`config.mk`:
```
export PLATFORM = sky130hd
export DESIGN_NAME = vend_ctrl_multi_flat
export DESIGN_NICKNAME = d
export VERILOG_FILES = /design/src/rtl/vend_ctrl_multi_if.sv /design/src/rtl/vend_ctrl_multi.sv /design/src/flat_wrapper.sv
export SDC_FILE = /design/constraint.sdc
export NUM_CORES = 1
export LEC_CHECK = 0
export CAP_MARGIN = 20
export CORE_MARGIN = 1
export CORE_UTILIZATION = 55
export DETAILED_ROUTE_END_ITERATION = 16
export PLACE_DENSITY = 0.81
export SLEW_MARGIN = 10
export SYNTH_ARGS = -nofsm -noshare
export SYNTH_HDL_FRONTEND = slang
export SYNTH_SLANG_ARGS = --single-unit
```
`constraint.sdc`:
```
create_clock -name sys_clk -period 4.1 [get_ports sys_clk]
set_clock_uncertainty 0.05 [all_clocks]
set_input_delay 0.82 -clock sys_clk [delete_from_list [all_inputs] [get_ports sys_clk]]
set_output_delay 0.82 -clock sys_clk [all_outputs]
set_load 0.01 [all_outputs]
```
`src/rtl/vend_ctrl_multi_if.sv`:
```
`default_nettype none
// ============================================================================
// Module  : vend_ctrl_multi_if
// Brief   : Button, selection, coin and change-dispense bus of vend_ctrl_multi.
// Revision: 1.0 - initial release
// ============================================================================
interface vend_ctrl_multi_if #(
  parameter int QTY_W = 2,
  parameter int AMT_W = 10
);
  logic             btn_start;
  logic             btn_add;
  logic             btn_confirm;
  logic             btn_cancel;
  logic [3:0]       sel_code;
  logic [QTY_W-1:0] sel_qty;
  logic [4:0]       coin_in;
  logic             chg_ready;
  logic             chg_valid;
  logic [4:0]       chg_denom;
  logic [AMT_W-1:0] due_o;
  logic [AMT_W-1:0] paid_o;
  logic [3:0]       lines_o;
  logic [2:0]       state_o;
  logic             vend_pulse;
  logic             coin_reject;
  logic             line_reject;

  modport master (
    output btn_start, btn_add, btn_confirm, btn_cancel, sel_code, sel_qty,
           coin_in, chg_ready,
    input  chg_valid, chg_denom, due_o, paid_o, lines_o, state_o,
           vend_pulse, coin_reject, line_reject
  );

  modport slave (
    input  btn_start, btn_add, btn_confirm, btn_cancel, sel_code, sel_qty,
           coin_in, chg_ready,
    output chg_valid, chg_denom, due_o, paid_o, lines_o, state_o,
           vend_pulse, coin_reject, line_reject
  );
endinterface
`default_nettype wire

```
`src/rtl/vend_ctrl_multi.sv`:
```
`default_nettype none
// ============================================================================
// Module  : vend_ctrl_multi
// Brief   : Multi-line vending controller with coin payment and greedy change.
//           Optional PAYMENT inactivity timeout when VEND_TIMEOUT_EN is defined.
// Revision: 1.0 - initial release
// ============================================================================
module vend_ctrl_multi #(
  parameter int MAX_ITEMS   = 4,
  parameter int QTY_W       = 2,
  parameter int AMT_W       = 10,
  parameter int TIMEOUT_CYC = 1000000
) (
  input wire              sys_clk,
  input wire              sys_rst_n,
  vend_ctrl_multi_if.slave bus
);

  typedef enum logic [2:0] {
    IDLE    = 3'd0,
    SELECT  = 3'd1,
    PAYMENT = 3'd2,
    VEND    = 3'd3,
    CHANGE  = 3'd4
  } state_t;

  // Wide enough for any money register plus one line cost or one coin.
  localparam int                 c_sum_w   = AMT_W + QTY_W + 5;
  localparam logic [c_sum_w-1:0] c_amt_max = c_sum_w'({AMT_W{1'b1}});

  if (MAX_ITEMS < 2 || MAX_ITEMS > 8 || AMT_W < 6 || TIMEOUT_CYC < 1) begin : g_param_chk
    $error("vend_ctrl_multi: parameter out of range");
  end

  function automatic logic [3:0] price_of(input logic [3:0] code);
    case (code)
      4'd0:  price_of = 4'd3;   4'd1:  price_of = 4'd4;
      4'd2:  price_of = 4'd6;   4'd3:  price_of = 4'd3;
      4'd4:  price_of = 4'd10;  4'd5:  price_of = 4'd8;
      4'd6:  price_of = 4'd9;   4'd7:  price_of = 4'd7;
      4'd8:  price_of = 4'd4;   4'd9:  price_of = 4'd6;
      4'd10: price_of = 4'd15;  4'd11: price_of = 4'd8;
      4'd12: price_of = 4'd9;   4'd13: price_of = 4'd4;
      4'd14: price_of = 4'd5;   default: price_of = 4'd5;
    endcase
  endfunction

  function automatic logic [5:0] coin_val(input logic [4:0] coin);
    case (coin)
      5'b10000: coin_val = 6'd50;
      5'b01000: coin_val = 6'd20;
      5'b00100: coin_val = 6'd10;
      5'b00010: coin_val = 6'd5;
      5'b00001: coin_val = 6'd1;
      default:  coin_val = 6'd0;
    endcase
  endfunction

  function automatic logic [4:0] greedy(input logic [AMT_W-1:0] amt);
    if      (amt >= AMT_W'(50)) greedy = 5'b10000;
    else if (amt >= AMT_W'(20)) greedy = 5'b01000;
    else if (amt >= AMT_W'(10)) greedy = 5'b00100;
    else if (amt >= AMT_W'(5))  greedy = 5'b00010;
    else if (amt != '0)         greedy = 5'b00001;
    else                        greedy = 5'b00000;
  endfunction

  state_t             r_state, w_state_nxt;
  logic [AMT_W-1:0]   r_due, w_due_nxt;
  logic [AMT_W-1:0]   r_paid, w_paid_nxt;
  logic [3:0]         r_lines, w_lines_nxt;
  logic               r_line_rej, w_line_rej;
  logic               r_coin_rej, w_coin_rej;
  logic [c_sum_w-1:0] w_line_cost, w_due_sum, w_paid_sum;
  logic               w_coin_ok;
  logic [4:0]         w_chg_denom;
  logic               w_timeout;

  assign w_line_cost = c_sum_w'(price_of(bus.sel_code)) * c_sum_w'(bus.sel_qty);
  assign w_due_sum   = c_sum_w'(r_due) + w_line_cost;
  assign w_paid_sum  = c_sum_w'(r_paid) + c_sum_w'(coin_val(bus.coin_in));
  assign w_coin_ok   = $onehot(bus.coin_in) && (w_paid_sum <= c_amt_max);
  // Derived from paid_o, which only moves on acceptance, so it holds stable.
  assign w_chg_denom = (r_state == CHANGE) ? greedy(r_paid) : 5'b00000;

`ifdef VEND_TIMEOUT_EN
  localparam int c_tmo_w = $clog2(TIMEOUT_CYC + 1);
  logic [c_tmo_w-1:0] r_tmo_cnt;

  assign w_timeout = (r_state == PAYMENT) && !w_coin_ok &&
                     (r_tmo_cnt == c_tmo_w'(TIMEOUT_CYC - 1));

  always_ff @(posedge sys_clk or negedge sys_rst_n) begin
    if (!sys_rst_n)
      r_tmo_cnt <= '0;
    else if (r_state != PAYMENT || w_state_nxt != PAYMENT || w_coin_ok)
      r_tmo_cnt <= '0;
    else
      r_tmo_cnt <= r_tmo_cnt + c_tmo_w'(1);
  end
`else
  assign w_timeout = 1'b0;
`endif

  always_ff @(posedge sys_clk or negedge sys_rst_n) begin
    if (!sys_rst_n) begin
      r_state    <= IDLE;
      r_due      <= '0;
      r_paid     <= '0;
      r_lines    <= '0;
      r_line_rej <= 1'b0;
      r_coin_rej <= 1'b0;
    end else begin
      r_state    <= w_state_nxt;
      r_due      <= w_due_nxt;
      r_paid     <= w_paid_nxt;
      r_lines    <= w_lines_nxt;
      r_line_rej <= w_line_rej;
      r_coin_rej <= w_coin_rej;
    end
  end

  always_comb begin
    w_state_nxt = r_state;
    w_due_nxt   = r_due;
    w_paid_nxt  = r_paid;
    w_lines_nxt = r_lines;
    w_line_rej  = 1'b0;
    w_coin_rej  = 1'b0;
    case (r_state)
      IDLE: begin
        if (bus.btn_start) w_state_nxt = SELECT;
      end
      SELECT: begin
        if (bus.btn_cancel) begin
          w_due_nxt   = '0;
          w_lines_nxt = '0;
          w_state_nxt = IDLE;
        end else if (bus.btn_confirm && r_lines != 4'd0) begin
          w_state_nxt = PAYMENT;
        end else if (bus.btn_add) begin
          if (bus.sel_qty == '0 || r_lines == 4'(MAX_ITEMS) || w_due_sum > c_amt_max) begin
            w_line_rej = 1'b1;
          end else begin
            w_due_nxt   = w_due_sum[AMT_W-1:0];
            w_lines_nxt = r_lines + 4'd1;
          end
        end
      end
      PAYMENT: begin
        if (bus.coin_in != 5'b00000) begin
          if (w_coin_ok) w_paid_nxt = w_paid_sum[AMT_W-1:0];
          else           w_coin_rej = 1'b1;
        end
        // Cancel (or timeout) wins; confirm sees the coin arriving this cycle.
        if (bus.btn_cancel || w_timeout) begin
          w_due_nxt   = '0;
          w_state_nxt = CHANGE;
        end else if (bus.btn_confirm && w_paid_nxt >= r_due) begin
          w_state_nxt = VEND;
        end
      end
      VEND: begin
        w_paid_nxt  = r_paid - r_due;
        w_due_nxt   = '0;
        w_state_nxt = CHANGE;
      end
      CHANGE: begin
        if (r_paid == '0) begin
          w_lines_nxt = '0;
          w_state_nxt = IDLE;
        end else if (bus.chg_ready) begin
          w_paid_nxt = r_paid - AMT_W'(coin_val(w_chg_denom));
        end
      end
      default: w_state_nxt = IDLE;
    endcase
  end

  assign bus.state_o     = r_state;
  assign bus.due_o       = r_due;
  assign bus.paid_o      = r_paid;
  assign bus.lines_o     = r_lines;
  assign bus.vend_pulse  = (r_state == VEND);
  assign bus.line_reject = r_line_rej;
  assign bus.coin_reject = r_coin_rej;
  assign bus.chg_valid   = (w_chg_denom != 5'b00000);
  assign bus.chg_denom   = w_chg_denom;

endmodule
`default_nettype wire

```
`src/flat_wrapper.sv`:
```
// flat-port wrapper written by rule: the top's interface ports become plain ports
module vend_ctrl_multi_flat 
#(
  parameter int MAX_ITEMS   = 4,
  parameter int QTY_W       = 2,
  parameter int AMT_W       = 10,
  parameter int TIMEOUT_CYC = 1000000
)
  (sys_clk, sys_rst_n, bus_btn_start, bus_btn_add, bus_btn_confirm, bus_btn_cancel, bus_sel_code, bus_sel_qty, bus_coin_in, bus_chg_ready, bus_chg_valid, bus_chg_denom, bus_due_o, bus_paid_o, bus_lines_o, bus_state_o, bus_vend_pulse, bus_coin_reject, bus_line_reject);
  vend_ctrl_multi_if #(.QTY_W(QTY_W), .AMT_W(AMT_W)) bus_i ();
  input wire sys_clk;
  input wire sys_rst_n;
  input wire logic [$bits(bus_i.btn_start)-1:0] bus_btn_start;
  input wire logic [$bits(bus_i.btn_add)-1:0] bus_btn_add;
  input wire logic [$bits(bus_i.btn_confirm)-1:0] bus_btn_confirm;
  input wire logic [$bits(bus_i.btn_cancel)-1:0] bus_btn_cancel;
  input wire logic [$bits(bus_i.sel_code)-1:0] bus_sel_code;
  input wire logic [$bits(bus_i.sel_qty)-1:0] bus_sel_qty;
  input wire logic [$bits(bus_i.coin_in)-1:0] bus_coin_in;
  input wire logic [$bits(bus_i.chg_ready)-1:0] bus_chg_ready;
  output wire logic [$bits(bus_i.chg_valid)-1:0] bus_chg_valid;
  output wire logic [$bits(bus_i.chg_denom)-1:0] bus_chg_denom;
  output wire logic [$bits(bus_i.due_o)-1:0] bus_due_o;
  output wire logic [$bits(bus_i.paid_o)-1:0] bus_paid_o;
  output wire logic [$bits(bus_i.lines_o)-1:0] bus_lines_o;
  output wire logic [$bits(bus_i.state_o)-1:0] bus_state_o;
  output wire logic [$bits(bus_i.vend_pulse)-1:0] bus_vend_pulse;
  output wire logic [$bits(bus_i.coin_reject)-1:0] bus_coin_reject;
  output wire logic [$bits(bus_i.line_reject)-1:0] bus_line_reject;
  assign bus_i.btn_start = bus_btn_start;
  assign bus_i.btn_add = bus_btn_add;
  assign bus_i.btn_confirm = bus_btn_confirm;
  assign bus_i.btn_cancel = bus_btn_cancel;
  assign bus_i.sel_code = bus_sel_code;
  assign bus_i.sel_qty = bus_sel_qty;
  assign bus_i.coin_in = bus_coin_in;
  assign bus_i.chg_ready = bus_chg_ready;
  assign bus_chg_valid = bus_i.chg_valid;
  assign bus_chg_denom = bus_i.chg_denom;
  assign bus_due_o = bus_i.due_o;
  assign bus_paid_o = bus_i.paid_o;
  assign bus_lines_o = bus_i.lines_o;
  assign bus_state_o = bus_i.state_o;
  assign bus_vend_pulse = bus_i.vend_pulse;
  assign bus_coin_reject = bus_i.coin_reject;
  assign bus_line_reject = bus_i.line_reject;
  vend_ctrl_multi #(.MAX_ITEMS(MAX_ITEMS), .QTY_W(QTY_W), .AMT_W(AMT_W), .TIMEOUT_CYC(TIMEOUT_CYC)) u_core (.sys_clk(sys_clk), .sys_rst_n(sys_rst_n), .bus(bus_i));
endmodule
```
==> out/summary.txt, run 1 <==
Setup-failing EPs final: 0
Status: completed
Number of register bits inferred by synthesis: 29
Port buffer count: 53
Unrepaired setup endpoints after global routing: no
Maximum fanout count along the critical path: 5
Number of cell rows: 29
DR vias: 4,048
TritonCTS clock tree: done
Number of max-slew violations in the final report: 0
Yosys top cell by area: sky130_fd_sc_hd__dfrtp_1
Slowest cell on the critical path: sky130_fd_sc_hd__mux4_2
Final antenna-violating net count: 0
Family with the most delay on the worst path: adder cells
Worst R2R Path Depth: 12
Starting utilization of the core area: 57.5%
Share of the synthesized area in the top cell type: 19.8%
Distinct cells, synth: 69
I/O Pins: 54
Post-Synthesis Net Count: 527
Remaining global-route overflow: 0
Placed cell count: 628
Pwr per Cell Area: 638 nW/um^2
Count of flip-flops with a built-in enable after synthesis: 0
Maximum number of pins on one net before global-route repair: 30
Clock buffers created by TritonCTS: 5
FF-to-FF Start: u_core.bus.paid_o[6]
Number of DRC violations after detailed routing: 0
Routability-driven placement congestion ratio: 0.903
Clock slew at reported path FFs: 0.07 ns
Max-slew headroom at the worst pin: 44.3%
Count of maximum capacitance violations: 0
Die area: 7010 sq um
Cells taking the most area after synthesis: sky130_fd_sc_hd__dfrtp_1, sky130_fd_sc_hd__ha_1, sky130_fd_sc_hd__nand2_1
Shortest clock period the worst path allows after layout: 3.98 ns
Detailed-route vias per instance: 6.27
Average cell area after synthesis: 8.11 sq um
WHS: 0.540 ns
Summed instance area of the synthesized netlist: 3670 sq um
Standby leakage power: 2.41 nW
Number of DRC markers in iteration 0: 316
P&R area growth vs syn: 39.0%
Worst ir drop on vdd: 525 uV
Number of cells on the critical path: 17
Clock insertion delay at the later pin of the skew report: 0.30 ns
CP endpoint kind: flop
Total power after layout: 3.26 mW
Vias in the first global route: 3,951
Wire length per cell: 17.8 um
Slew @ Worst Pin: 0.833 ns
Layout cell share with drive strength beyond 1: 24.4%
Hold Path Cell Cnt: 2
Total buffers and inverters traversed by the critical path: 6
Critical path data required time: 4.26 ns
Worst hold path type: reg2reg
H-tree Lvls: 2
Antenna violations before repair: 0
Launch point of the critical path: bus_sel_code[0]
Cts hold-fix bufs: 0
Hold path start: u_core.bus.lines_o[1]
Final setup margin: 0.123 ns
Core footprint: 6390 sq um
Horizontal die dimension: 83.7 um
Largest stage delay on the critical path: 0.49 ns
Share of synthesized registers carrying an async set or reset: 100%
Max Root-Sink Buffers: 2
Post-route setup TNS: 0 ns
Data arrival time of the worst path: 4.13 ns
Yosys warnings: 0
Finished Layout Cells: 646
Total Routing Usage GR: 32.7%
Final wirelength: 11,500 um
Achievable frequency: 0.251 GHz
HPWL after DPL: 7920 um
Sinks on Clock Net: 29
Worst setup timing slack at the placement stage: -0.587 ns
Die Ht: 83.7 um
Critical path class: in2reg
Antenna diode count: 0
Endpoints failing hold: 0
Crit path launch type: primary input
Sequential fraction of the synthesis area: 19.8%
Count of nets after finishing: 642
Dominant register cell in the synthesized netlist: sky130_fd_sc_hd__dfrtp_1
First-pass GRT wire length: 18,500 um
Final cycle utilization of the critical path: 97.0%
Number of cells produced by synthesis: 453
Clock root buffer: sky130_fd_sc_hd__clkbuf_8
DR pass1 iterations: 6
Sequence of cells on the critical path: dlymetal6s2s_1 -> inv_2 -> buf_4 -> ha_1 -> inv_1 -> mux4_2 -> nand2_2 -> fa_1 -> inv_2 -> ha_1 -> a211oi_2 -> nor4_2 -> nor2_2 -> nand2b_1 -> o31ai_4 -> buf_12 -> mux2i_2
==> layout make-up <==
cell class	instances	area (sq um)
multi-input combinational	365	2910
fill	417	1280
timing repair buffer	124	1110
sequential	29	726
inverter	43	161
clock buffer	7	96.3
tap	77	96.3
clock inverter	1	5.00
==> routing by layer <==
metal / part of all wire [%] / GRT usage (%)
met1: 39 / 41.5
met2: 47 / 55.0
met3: 9.3 / 5.04
met4: 4.5 / 14.0
met5: 0 / 0
==> cells in the final DEF, fill, tap and decap left out, drive strengths merged, types with 12 or more instances in the layout <==
cell type	Yosys	routed
buf	8	70
ha	48	48
nand2	47	47
clkdlybuf4s50	0	45
inv	43	43
nor2	36	36
o21ai	34	34
dfrtp	29	29
a21oi	27	27
nand3	13	13
mux2i	12	12
==> repair_timing <==
item | 4_1_cts | 5_1_grt
pin swaps | 21 | 16
endpoints found under the setup margin | 13 | 14
setup buffers | 5 | 4
cloned | 0 | 1
resized for setup | 39 | 20
==> cells by family (layout without fill, tap and decap cells) <==
family | after synthesis | count (layout) | share of synthesized area [%]
xor+xnor | 17 | 17 | 4.05
flops | 29 | 29 | 19.8
mux | 15 | 15 | 4.50
fa+ha+maj | 56 | 56 | 20.7
simple gates | 154 | 154 | 21.9
buf+inv | 59 | 175 | 6.47
compound gates | 123 | 123 | 22.6
==> worst paths after layout <==
check                                              to  slack (ns)
worst min register to register  u_core.bus.lines_o[1]        0.54
worst max register to register   u_core.bus.paid_o[9]        0.22
worst min-delay path            u_core.bus.lines_o[1]        0.54
min in group asynchronous       u_core.bus.lines_o[1]        0.87
max in group asynchronous        u_core.bus.paid_o[0]        2.82
worst max-delay path              u_core.bus.due_o[2]        0.12
==> Yosys cell counts, types with 3 or more instances <==
cell / number
sky130_fd_sc_hd__inv_1: 43
sky130_fd_sc_hd__nor3_1: 4
sky130_fd_sc_hd__dfrtp_1: 29
sky130_fd_sc_hd__nor2_1: 35
sky130_fd_sc_hd__fa_1: 8
sky130_fd_sc_hd__and2_1: 5
sky130_fd_sc_hd__buf_2: 7
sky130_fd_sc_hd__a21o_1: 10
sky130_fd_sc_hd__nand2_1: 47
sky130_fd_sc_hd__nand3b_1: 3
sky130_fd_sc_hd__a31oi_1: 4
sky130_fd_sc_hd__o31a_1: 3
sky130_fd_sc_hd__ha_1: 48
sky130_fd_sc_hd__nand2b_1: 9
sky130_fd_sc_hd__nor3b_1: 5
sky130_fd_sc_hd__nand3_1: 13
sky130_fd_sc_hd__o22ai_1: 3
sky130_fd_sc_hd__o31ai_1: 3
sky130_fd_sc_hd__clkbuf_1: 8
sky130_fd_sc_hd__o21ai_0: 32
sky130_fd_sc_hd__xnor2_1: 10
sky130_fd_sc_hd__and3_1: 5
sky130_fd_sc_hd__nor4_1: 4
sky130_fd_sc_hd__mux2i_1: 12
sky130_fd_sc_hd__nor2b_1: 3
sky130_fd_sc_hd__nand4_1: 3
sky130_fd_sc_hd__xor2_1: 7
sky130_fd_sc_hd__a211oi_1: 8
sky130_fd_sc_hd__or2_2: 3
sky130_fd_sc_hd__o211ai_1: 3
sky130_fd_sc_hd__a21oi_1: 25
sky130_fd_sc_hd__a22oi_1: 3
==> tightest hold or removal path: stages, from the launching register on <==
cell and delay [ns]:
sky130_fd_sc_hd__dfrtp_1 0.42, sky130_fd_sc_hd__nand2_1 0.07, sky130_fd_sc_hd__o21ai_0 0.06
==> flip-flops by register name, indices dropped and copies added, names as in the netlist <==
register and count:
u_core.bus.due_o 10, u_core.bus.line_reject 1, u_core.bus.coin_reject 1, u_core.bus.lines_o 4, u_core.bus.paid_o 10, u_core.bus.state_o 3
==> through the flow <==
step,utilization [%],cell area [sq um]
after floorplan,-,3680
after global placement,73.6,4700
after detailed placement,73.6,4700
after CTS,78.3,5000
after global routing,80.0,5110
final,80.0,5110
==> where the power goes <==
group          internal (mW)  switching, mW  total (mW)
registers              0.383          0.142       0.525
clock network          0.152          0.128       0.280
logic                   1.15           1.31        2.45
(Power assumes the default switching activity.)
==> inputs of run 2 (changes only) <==
HOLD_SLACK_MARGIN = 0.05   (was not set)
==> results of run 2 <==
No change in the layout: final DEF, timing and power equal those of run 1.
==> inputs of run 3 (changes only) <==
CORE_MARGIN = not set   (was 1)
clock period = 4.8 ns   (was 4.1 ns; I/O delays follow)
==> out/summary.txt, run 3 (synthesis gave the netlist of run 1 again) <==
Core footprint: 6390 sq um
Placed inst area: 4330 sq um
TritonCTS clock tree: done
Maximum fanout count along the critical path: 5
CP endpoint kind: flop
Clock root buffer: sky130_fd_sc_hd__clkbuf_8
WHS: 0.511 ns
Most Frequent Cell on Critical Path: sky130_fd_sc_hd__ha_1
H-tree Lvls: 2
Horizontal die dimension: 83.7 um
Power dissipated by switching net loads: 1.14 mW
Number of DRC violations after detailed routing: 0
Max Root-Sink Buffers: 2
Number of cell rows: 29
Antenna diode count: 0
Critical path data required time: 4.92 ns
Final cycle utilization of the critical path: 94.0%
Die Ht: 83.7 um
Total power after layout: 2.34 mW
Final wirelength: 9220 um
Setup slack of the worst register-to-register path: 0.82 ns
Number of DRC markers in iteration 0: 308
Antenna violations before repair: 0
Detailed-route vias per instance: 6.03
Relative contribution of combinational cells to total power: 68.9%
Hold path start: u_core.bus.lines_o[1]
Cell area after layout: 4420 sq um
Routability-driven placement congestion ratio: 0.902
Starting utilization of the core area: 57.5%
P_int: 1.20 mW
Hold Path Cell Cnt: 2
Slowest cell on the critical path: sky130_fd_sc_hd__clkdlybuf4s50_1
I/O Pins: 54
Slew @ Worst Pin: 0.860 ns
Count of nets after finishing: 583
Total buffers and inverters traversed by the critical path: 3
Worst hold path endpoint: u_core.bus.lines_o[1]
Shortest clock period the worst path allows after layout: 4.51 ns
Worst R2R Path Depth: 12
First-pass GRT wire length: 15,300 um
Die area: 7010 sq um
Setup-failing EPs final: 0
Standby leakage power: 2.04 nW
P&R area growth vs syn: 20.3%
Crit Reg-Reg Endpoint: u_core.bus.paid_o[9]
Cts hold-fix bufs: 0
Remaining global-route overflow: 0
Commonest non-fill, non-tap cell in the layout: sky130_fd_sc_hd__clkdlybuf4s50_1
Largest stage delay on the critical path: 0.46 ns
Critical path class: in2reg
Total Routing Usage GR: 26.7%
Status: completed
Clock buffers created by TritonCTS: 5
Part of the total power dissipated in the clock network: 8.8%
Pwr per Cell Area: 529 nW/um^2
Post-cts repair resize count: 0
Layout cell share with drive strength beyond 1: 8.24%
Total setup buffers inserted after CTS: 0
Sinks on Clock Net: 29
Family with the most delay on the worst path: adder cells
Clock slew at reported path FFs: 0.07 ns
Unrepaired setup endpoints after global routing: no
HPWL after DPL: 7180 um
Crit path launch type: primary input
Number of filler instances in the final layout: 528
Wire length per cell: 15.7 um
Commonest cells after routing, fill and taps aside: sky130_fd_sc_hd__clkdlybuf4s50_1, sky130_fd_sc_hd__ha_1, sky130_fd_sc_hd__nand2_1
Achievable frequency: 0.222 GHz
Endpoints failing hold: 0
Worst ir drop on vdd: 349 uV
Worst hold path type: reg2reg
Final antenna-violating net count: 0
Clock insertion delay at the later pin of the skew report: 0.29 ns
Count of maximum capacitance violations: 0
Maximum number of pins on one net before global-route repair: 30
FF-to-FF Start: u_core.bus.paid_o[6]
Port buffer count: 53
DR vias: 3,538
Fin util: 69.2%
Max-slew headroom at the worst pin: 42.5%
Sequential fraction of design power: 22.2%
Sequence of cells on the critical path: clkdlybuf4s50_1 -> inv_1 -> ha_1 -> nor3b_2 -> ha_1 -> inv_1 -> fa_1 -> nor2b_1 -> o31a_1 -> o21ai_1 -> nand2_1 -> mux2_2 -> ha_1 -> a21o_1 -> a211oi_1 -> a21oi_1 -> a41oi_1 -> nor4_1
Number of max-slew violations in the final report: 0
DR pass1 iterations: 5
Vias in the first global route: 3,266
Sw Share: 48.8%
Data arrival time of the worst path: 4.63 ns
==> run 3: worst max path at each step <==
stage,cells after the start,slack [ns],to,from
6_report,18,0.29,u_core.bus.state_o[0],bus_coin_in[2]
3_3_place_gp,16,0.09,u_core.bus.state_o[0],bus_coin_in[1]
3_5_place_dp,18,-0.09,u_core.bus.state_o[0],bus_coin_in[2]
5_1_grt,18,0.01,u_core.bus.state_o[0],bus_coin_in[3]
4_1_cts,18,0.22,u_core.bus.state_o[0],bus_coin_in[2]
2_1_floorplan,18,0.52,u_core.bus.state_o[0],bus_coin_in[2]
==> run 3: area by class of cell <==
cell class                      instances  area [sq um]  share of cell area [%]
Clock buffer                            5          68.8                    1.56
Multi-Input combinational cell        365          2720                    61.5
Timing Repair Buffer                   65           633                    14.3
Sequential cell                        29           726                    16.4
Tap cell                               77          96.3                    2.18
Inverter                               43           161                    3.65
Clock inverter                          3          17.5                   0.396
==> run 3: tightest hold or removal path, delay by kind of cell (launching register included) <==
family | cells | cell delay [ns]
simple gates | 1 | 0.06
flops | 1 | 0.40
compound gates | 1 | 0.07
==> run 3: routing by layer <==
| metal | global-route usage (%) | share of wire (%) |
|---|---|---|
| met1 | 38.1 | 46 |
| met4 | 7.24 | 1.8 |
| met3 | 2.97 | 6.2 |
| met2 | 42.8 | 46 |
| met5 | 0 | 0 |
==> run 3: stage by stage <==
| stage | instances | setup WS, ns | setup TNS, ns |
|---|---|---|---|
| after floorplan | 453 | 0.517 | 0 |
| after global placement | 579 | 0.0899 | 0 |
| after detailed placement | 579 | -0.0919 | -0.0919 |
| after CTS | 587 | 0.222 | 0 |
| after global routing | 587 | 0.0103 | 0 |
| final | 587 | 0.288 | 0 |
==> run 3: power groups by stage <==
| stage | clock [mW] | sequential, mW | combinational (mW) |
|---|---|---|---|
| floorplan | 0 | 0.468 | 1.14 |
| global placement | 0 | 0.518 | 1.54 |
| detailed placement | 0 | 0.521 | 1.58 |
| CTS | 0.211 | 0.518 | 1.60 |
| global route | 0.222 | 0.539 | 1.79 |
| finish | 0.207 | 0.520 | 1.61 |
